## config.mk

```make
export PLATFORM = sky130hd
export DESIGN_NAME = fifod2mac_flat
export DESIGN_NICKNAME = d
export VERILOG_FILES = /design/src/rtl/fifod2mac_if.sv /design/src/rtl/fifod2mac.sv /design/src/flat_wrapper.sv
export SDC_FILE = /design/constraint.sdc
export NUM_CORES = 1
export LEC_CHECK = 0
export CAP_MARGIN = 30
export CORE_ASPECT_RATIO = 2
export CORE_MARGIN = 3
export CORE_UTILIZATION = 50
export DETAILED_ROUTE_END_ITERATION = 7
export DONT_BUFFER_PORTS = 1
export PLACE_DENSITY = 0.72
export SLEW_MARGIN = 10
export SYNTH_ARGS = -nofsm -noshare
export SYNTH_HDL_FRONTEND = slang
export SYNTH_SLANG_ARGS = --single-unit
```

## constraint.sdc

```tcl
create_clock -name sys_clk -period 3.9 [get_ports sys_clk]
set_input_delay 0.195 -clock sys_clk [delete_from_list [all_inputs] [get_ports sys_clk]]
set_output_delay 0.195 -clock sys_clk [all_outputs]
set_load 0.01 [all_outputs]
```

## src/rtl/fifod2mac_if.sv

```systemverilog
// Handshake, FIFO D and UDP/MAC transmit signals of the fifod2mac stage.
// slave = the fifod2mac block, master = whatever drives it (sequencer, FIFO, MAC).
interface fifod2mac_if;
    logic       fs_fifod2mac;
    logic       fd_fifod2mac;
    logic [7:0] adc_cnt;
    logic [7:0] fifod_dout;
    logic       fifod_empty;
    logic       fifod_rd_en;
    logic [7:0] udp_txd;
    logic       udp_tx_valid;
    logic       udp_tx_ready;
    logic       udp_tx_last;
    logic [7:0] frame_num;

    modport slave (
        input  fs_fifod2mac, adc_cnt, fifod_dout, fifod_empty, udp_tx_ready,
        output fd_fifod2mac, fifod_rd_en, udp_txd, udp_tx_valid, udp_tx_last, frame_num
    );

    modport master (
        output fs_fifod2mac, adc_cnt, fifod_dout, fifod_empty, udp_tx_ready,
        input  fd_fifod2mac, fifod_rd_en, udp_txd, udp_tx_valid, udp_tx_last, frame_num
    );
endinterface

```

## src/rtl/fifod2mac.sv

```systemverilog
// Drains one ADC frame from FWFT FIFO D to the UDP/MAC tx port (sync, frame#, len, payload); FIFOD2MAC_CSUM_EN adds an XOR byte.
// First byte valid 2 cycles after fs rises, then 1 byte/cycle; txd/valid hold while valid & !ready, FIFO empty stalls.
module fifod2mac #(
    parameter int         BYTES_PER_ADC = 64,
    parameter logic [7:0] SYNC0         = 8'h55,
    parameter logic [7:0] SYNC1         = 8'hAA
) (
    input  logic       sys_clk,
    input  logic       rst_n,
    fifod2mac_if.slave bus
);
    typedef enum logic [2:0] {
        S_IDLE,
        S_LOAD,
        S_HEAD,
        S_PAYL,
`ifdef FIFOD2MAC_CSUM_EN
        S_CSUM,
`endif
        S_LAST
    } state_t;

`ifdef FIFOD2MAC_CSUM_EN
    localparam state_t S_DONE = S_CSUM;
`else
    localparam state_t S_DONE = S_LAST;
`endif

    state_t      state_q, state_d;
    logic        fs_q;
    logic [15:0] cnt_q, cnt_d;
    logic [15:0] len_q, len_d;
    logic [7:0]  frame_num_q, frame_num_d;
`ifdef FIFOD2MAC_CSUM_EN
    logic [7:0]  csum_q, csum_d;
`endif

    logic [7:0]  txd;
    logic        tx_vld;
    logic        tx_last;
    logic        rd_en;
    logic        fd;

    always_comb begin
        state_d     = state_q;
        cnt_d       = cnt_q;
        len_d       = len_q;
        frame_num_d = frame_num_q;
`ifdef FIFOD2MAC_CSUM_EN
        csum_d      = csum_q;
`endif
        txd         = 8'h00;
        tx_vld      = 1'b0;
        tx_last     = 1'b0;
        rd_en       = 1'b0;
        fd          = 1'b0;

        case (state_q)
            S_IDLE: begin
                if (bus.fs_fifod2mac && !fs_q) state_d = S_LOAD;
            end
            S_LOAD: begin
                len_d   = 16'(32'(bus.adc_cnt) * BYTES_PER_ADC);
                cnt_d   = 16'd0;
`ifdef FIFOD2MAC_CSUM_EN
                csum_d  = 8'h00;
`endif
                state_d = S_HEAD;
            end
            S_HEAD: begin
                tx_vld = 1'b1;
                case (cnt_q[2:0])
                    3'd0:    txd = SYNC0;
                    3'd1:    txd = SYNC1;
                    3'd2:    txd = frame_num_q;
                    3'd3:    txd = len_q[15:8];
                    default: txd = len_q[7:0];
                endcase
`ifndef FIFOD2MAC_CSUM_EN
                tx_last = (cnt_q == 16'd4) && (len_q == 16'd0);
`endif
                if (bus.udp_tx_ready) begin
                    if (cnt_q == 16'd4) begin
                        cnt_d   = 16'd0;
                        state_d = (len_q == 16'd0) ? S_DONE : S_PAYL;
                    end else begin
                        cnt_d = cnt_q + 16'd1;
                    end
                end
            end
            S_PAYL: begin
                // FWFT: the head word is presented directly and popped only on acceptance
                txd    = bus.fifod_dout;
                tx_vld = !bus.fifod_empty;
                rd_en  = bus.udp_tx_ready && !bus.fifod_empty;
`ifndef FIFOD2MAC_CSUM_EN
                tx_last = tx_vld && (cnt_q == len_q - 16'd1);
`endif
                if (rd_en) begin
                    cnt_d = cnt_q + 16'd1;
                    if (cnt_q == len_q - 16'd1) state_d = S_DONE;
                end
            end
`ifdef FIFOD2MAC_CSUM_EN
            S_CSUM: begin
                txd     = csum_q;
                tx_vld  = 1'b1;
                tx_last = 1'b1;
                if (bus.udp_tx_ready) state_d = S_LAST;
            end
`endif
            S_LAST: begin
                fd = 1'b1;
                if (!bus.fs_fifod2mac) state_d = S_IDLE;
            end
            default: state_d = S_IDLE;
        endcase

        if (state_d == S_LAST && state_q != S_LAST) frame_num_d = frame_num_q + 8'd1;
`ifdef FIFOD2MAC_CSUM_EN
        if (tx_vld && bus.udp_tx_ready && state_q != S_CSUM) csum_d = csum_q ^ txd;
`endif
    end

    always_ff @(posedge sys_clk or negedge rst_n) begin
        if (!rst_n) begin
            state_q     <= S_IDLE;
            fs_q        <= 1'b0;
            cnt_q       <= 16'd0;
            len_q       <= 16'd0;
            frame_num_q <= 8'd0;
`ifdef FIFOD2MAC_CSUM_EN
            csum_q      <= 8'd0;
`endif
        end else begin
            state_q     <= state_d;
            fs_q        <= bus.fs_fifod2mac;
            cnt_q       <= cnt_d;
            len_q       <= len_d;
            frame_num_q <= frame_num_d;
`ifdef FIFOD2MAC_CSUM_EN
            csum_q      <= csum_d;
`endif
        end
    end

    assign bus.udp_txd      = txd;
    assign bus.udp_tx_valid = tx_vld;
    assign bus.udp_tx_last  = tx_last;
    assign bus.fifod_rd_en  = rd_en;
    assign bus.fd_fifod2mac = fd;
    assign bus.frame_num    = frame_num_q;
endmodule

```

## src/flat_wrapper.sv

```systemverilog
// flat-port wrapper written by rule: the top's interface ports become plain ports
module fifod2mac_flat 
#(
    parameter int         BYTES_PER_ADC = 64,
    parameter logic [7:0] SYNC0         = 8'h55,
    parameter logic [7:0] SYNC1         = 8'hAA
)
  (sys_clk, rst_n, bus_fs_fifod2mac, bus_adc_cnt, bus_fifod_dout, bus_fifod_empty, bus_udp_tx_ready, bus_fd_fifod2mac, bus_fifod_rd_en, bus_udp_txd, bus_udp_tx_valid, bus_udp_tx_last, bus_frame_num);
  fifod2mac_if bus_i ();
  input  logic sys_clk;
  input  logic rst_n;
  input wire logic [$bits(bus_i.fs_fifod2mac)-1:0] bus_fs_fifod2mac;
  input wire logic [$bits(bus_i.adc_cnt)-1:0] bus_adc_cnt;
  input wire logic [$bits(bus_i.fifod_dout)-1:0] bus_fifod_dout;
  input wire logic [$bits(bus_i.fifod_empty)-1:0] bus_fifod_empty;
  input wire logic [$bits(bus_i.udp_tx_ready)-1:0] bus_udp_tx_ready;
  output wire logic [$bits(bus_i.fd_fifod2mac)-1:0] bus_fd_fifod2mac;
  output wire logic [$bits(bus_i.fifod_rd_en)-1:0] bus_fifod_rd_en;
  output wire logic [$bits(bus_i.udp_txd)-1:0] bus_udp_txd;
  output wire logic [$bits(bus_i.udp_tx_valid)-1:0] bus_udp_tx_valid;
  output wire logic [$bits(bus_i.udp_tx_last)-1:0] bus_udp_tx_last;
  output wire logic [$bits(bus_i.frame_num)-1:0] bus_frame_num;
  assign bus_i.fs_fifod2mac = bus_fs_fifod2mac;
  assign bus_i.adc_cnt = bus_adc_cnt;
  assign bus_i.fifod_dout = bus_fifod_dout;
  assign bus_i.fifod_empty = bus_fifod_empty;
  assign bus_i.udp_tx_ready = bus_udp_tx_ready;
  assign bus_fd_fifod2mac = bus_i.fd_fifod2mac;
  assign bus_fifod_rd_en = bus_i.fifod_rd_en;
  assign bus_udp_txd = bus_i.udp_txd;
  assign bus_udp_tx_valid = bus_i.udp_tx_valid;
  assign bus_udp_tx_last = bus_i.udp_tx_last;
  assign bus_frame_num = bus_i.frame_num;
  fifod2mac #(.BYTES_PER_ADC(BYTES_PER_ADC), .SYNC0(SYNC0), .SYNC1(SYNC1)) u_core (.sys_clk(sys_clk), .rst_n(rst_n), .bus(bus_i));
endmodule
```

==> flow_metrics.env <==
export IMPL_grt_setup_unrepaired="no"
export IMPL_gr_max_usage_layer="met2"
export IMPL_dieArea_mm2=0.00597
export IMPL_min_path_type="in -> reg"
export IMPL_hold_viol=0
export IMPL_final_max_slew_viol_count=0
export IMPL_cts_setup_buffers=0
export IMPL_met2_usage=0.414
export IMPL_syn_area_mm2=0.00252
export IMPL_drt_total_wl_um=6420
export IMPL_status="finished, final reports clean"
export IMPL_fin_skew_ns=0.00924
export IMPL_first_pass_iters=4
export IMPL_wire_per_inst_um=19.3
export IMPL_overflow=0
export IMPL_timing_rr_start="u_core.len_q[6]$_DFFE_PN0P_"
export IMPL_syn_nets=309
export IMPL_synth_top_area_frac=0.358
export IMPL_syn_avg_cell_area_um2=8.95
export IMPL_gp_congestion=0.875
export IMPL_area_growth_pct=6.32
export IMPL_reg2reg_to="u_core.bus.frame_num[1]$_DFFE_PN0P_"
export IMPL_start_util=0.532
export IMPL_clock_latency_ns=0.30
export IMPL_cts_tree="built"
export IMPL_p_seq_frac=0.373
export IMPL_p_int_uw=755
export IMPL_ys_seq_area_frac=0.358
export IMPL_cp_data_required_time_ns=3.70
export IMPL_reg2regPathDepth=7
export IMPL_grt_pass1_vias=2162
export IMPL_p_switching_uw=474
export IMPL_portBuffers=0
export IMPL_synth_distinct_cells=54
export IMPL_whs_endpoint="u_core.len_q[7]$_DFFE_PN0P_"
export IMPL_cts_sinks=36
export IMPL_clockBufferDepth=2
export IMPL_critPathArrivalTime_ns=2.85
export IMPL_yosysWarnings=0
export IMPL_clkSlewWorstSetupHoldPaths_ns=0.08
export IMPL_drt_iter0_drc=146
export IMPL_final_seq_area_um2=901
export IMPL_whs_path_depth=2
export IMPL_period_needed_ns=3.04
export IMPL_async_reset_ff_frac=1.00
export IMPL_use_met1=0.228
export IMPL_rows=35
export IMPL_cts_root_buffer="clkbuf_8"
export IMPL_relSlewSlack=0.493
export IMPL_use_met3=0.0328
export IMPL_period_share=0.780
export IMPL_drc=0
export IMPL_cap_violations=0
export IMPL_die_height_um=106
export IMPL_synth_top_area_cell="dfrtp_1"
export IMPL_synth_area_top_cells="dfrtp_1, xor2_1, nor2_1"
export IMPL_fin_area_mm2=0.00268
export IMPL_path_class="reg -> out"
export IMPL_path_cells="inv_1 -> ha_1 -> or4b_4 -> o21ai_0 -> a311oi_1 -> a211oi_2 -> nor3b_1 -> o21a_1"
export IMPL_slowest_stage="a211oi_2"
export IMPL_cts_buffers_inserted=5
export IMPL_ys_seq_elements=36
export IMPL_die_w_um=56.2
export IMPL_multiInputGateArea_mm2=0.00151
export IMPL_final_setup_viol_count=0
export IMPL_io_pins=41
export IMPL_fill_cells=414
export IMPL_place_hpwl_um=4800
export IMPL_layout_drive_gt1_share=0.119
export IMPL_tightest_slew_ns=0.753
export IMPL_dpl_cell_area_mm2=0.00252
export IMPL_peakVddDrop_mv=0.375
export IMPL_synth_main_ff_cell="dfrtp_1"
export IMPL_leakagePower_nw=1.12
export IMPL_antenna_found_initial=0
export IMPL_design_core_area_mm2=0.00473
export IMPL_p_per_area_mw_per_mm2=459
export IMPL_vias_per_cell=6.43
export IMPL_regToRegSetupSlack_ns=0.88
export IMPL_crit_path_max_fanout=10
export IMPL_synth_cells=281
export IMPL_max_clock_freq_ghz=0.329
export IMPL_setup_slack_ns=0.858
export IMPL_grt_pass1_wl_um=10400
export IMPL_holdCritStartpoint="bus_adc_cnt[1]"
export IMPL_synth_edff_count=0
export IMPL_setup_tns_ns=0
export IMPL_combinationalPowerShare=0.349
export IMPL_endpoint_kind="output pin"
export IMPL_htreeDepth=2
export IMPL_drtAntennaViolNets=0
export IMPL_track_usage=0.223
export IMPL_swShare=0.386
export IMPL_start_kind="register"
export IMPL_fin_nets=304
export IMPL_clkPwrFrac=0.278
export IMPL_n_antenna_cell=0
export IMPL_max_stage_delay_ns=0.64
export IMPL_dp_slack_ns=0.898
export IMPL_via_count=2135
export IMPL_grt_max_degree=37
==> Yosys cell counts, types with 2 or more instances <==
library cell  instances
and3_1                6
nor4_1                5
a21oi_1               6
and2_1                3
or2_2                 5
o32ai_1               5
buf_1                 2
or3_1                 4
nand4_1               5
nor2b_1               5
nand3_1              15
dfrtp_1              36
nor3b_1               5
ha_1                  7
xnor2_1               7
inv_1                 7
nand2_1              17
a221o_1               5
a211oi_1              5
o21ai_0              13
buf_6                 2
nand2b_1              3
a22oi_1               6
xor2_1               18
o31ai_1               3
clkbuf_1             13
nor3_1                9
nor2_1               29
mux2_2                6
nor4b_1               2
a31oi_1               4
==> state kept, by name (all words and copies together) (netlist names) <==
register and count:
u_core.len_q 8, u_core.bus.frame_num 8, u_core.cnt_q 16, u_core.fs_q 1
u_core.state_q 3
==> layout make-up <==
| type | count | share of cell area |
|---|---|---|
| flip-flops and latches | 36 | 0.337 |
| clock inverters | 3 | 0.0159 |
| clock buffers | 5 | 0.0257 |
| multi-input cells | 220 | 0.563 |
| repair buffers | 6 | 0.0234 |
| inverters | 7 | 0.00982 |
| well taps | 55 | 0.0257 |
==> critical path, delay by kind of cell, from the launching register on <==
family,cells,cell delay (ns)
DFF,1,0.42
and+or+nand+nor,2,0.62
buffers and inverters,1,0.10
AOI/OAI and AO/OA,4,1.20
adders and majority gates,1,0.21
==> power groups by stage <==
| stage | combinational, mW | sequential, mW | clock [mW] |
|---|---|---|---|
| 3_5_place_dp | 0.414 | 0.465 | 0 |
| 2_1_floorplan | 0.334 | 0.445 | 0 |
| 6_report | 0.428 | 0.459 | 0.342 |
| 3_3_place_gp | 0.408 | 0.465 | 0 |
| 5_1_grt | 0.468 | 0.464 | 0.359 |
| 4_1_cts | 0.428 | 0.457 | 0.343 |
==> per-stage QoR <==
| stage | utilization | hold slack [ns] | std cells | power (mW) |
|---|---|---|---|---|
| finish | 0.566 | 0.0248 | 332 | 1.23 |
| CTS | 0.566 | 0.0284 | 332 | 1.23 |
| global route | 0.566 | 0.0352 | 332 | 1.29 |
| global placement | 0.534 | -0.0998 | 321 | 0.873 |
| floorplan | - | -0.101 | 281 | 0.779 |
| detailed placement | 0.534 | -0.0998 | 321 | 0.879 |
==> metal layers <==
layer	wire [um]	vias up
li1	-	1018
met1	2420	1032
met2	3510	60
met3	209	25
met4	269	0
met5	0	-
==> cells by family (layout without fill, tap and decap cells) <==
family	after synthesis	after routing	share of synthesized area
AOI/OAI and AO/OA	60	60	0.177
muxes	8	8	0.0403
buffers and inverters	25	21	0.0438
DFF	36	36	0.358
xor gates and xnor gates	25	25	0.0870
adders and majority gates	7	7	0.0348
and+or+nand+nor	120	120	0.259
==> how the worst max path moves through the flow <==
stage	startpoint	to
floorplan	u_core.len_q[6]$_DFFE_PN0P_	u_core.bus.frame_num[1]$_DFFE_PN0P_
global placement	u_core.len_q[6]$_DFFE_PN0P_	u_core.bus.frame_num[1]$_DFFE_PN0P_
detailed placement	u_core.len_q[6]$_DFFE_PN0P_	u_core.bus.frame_num[1]$_DFFE_PN0P_
CTS	u_core.len_q[6]$_DFFE_PN0P_	bus_udp_tx_last
global route	u_core.len_q[6]$_DFFE_PN0P_	bus_udp_tx_last
finish	u_core.len_q[6]$_DFFE_PN0P_	bus_udp_tx_last
==> what timing repair did <==
item / in CTS / in global routing
endpoints found under the setup margin: 0 / 0
hold buffers: 3 / 0
endpoints found under the hold margin: 37 / 0
resized for setup: 0 / 0
==> placed cells by master (no fill, tap or decap), drive strengths merged, types with 3 or more instances in the layout <==
cell type	Yosys	layout
a31oi	4	4
a211oi	6	6
o31ai	4	4
o21ai	13	13
and3	6	6
nor3b	5	5
o32ai	5	5
nand2	17	17
nor2b	5	5
nor2	29	29
a22oi	6	6
or3	4	4
ha	7	7
xnor2	7	7
nand2b	3	3
or2	6	6
buf	4	4
dfrtp	36	36
nand3	15	15
mux2	7	7
nand4	6	6
inv	7	7
a21oi	6	6
clkbuf	14	5
a221o	6	6
nor4	5	5
nor3	9	9
xor2	18	18
and2	3	3
(Power assumes the default switching activity.)
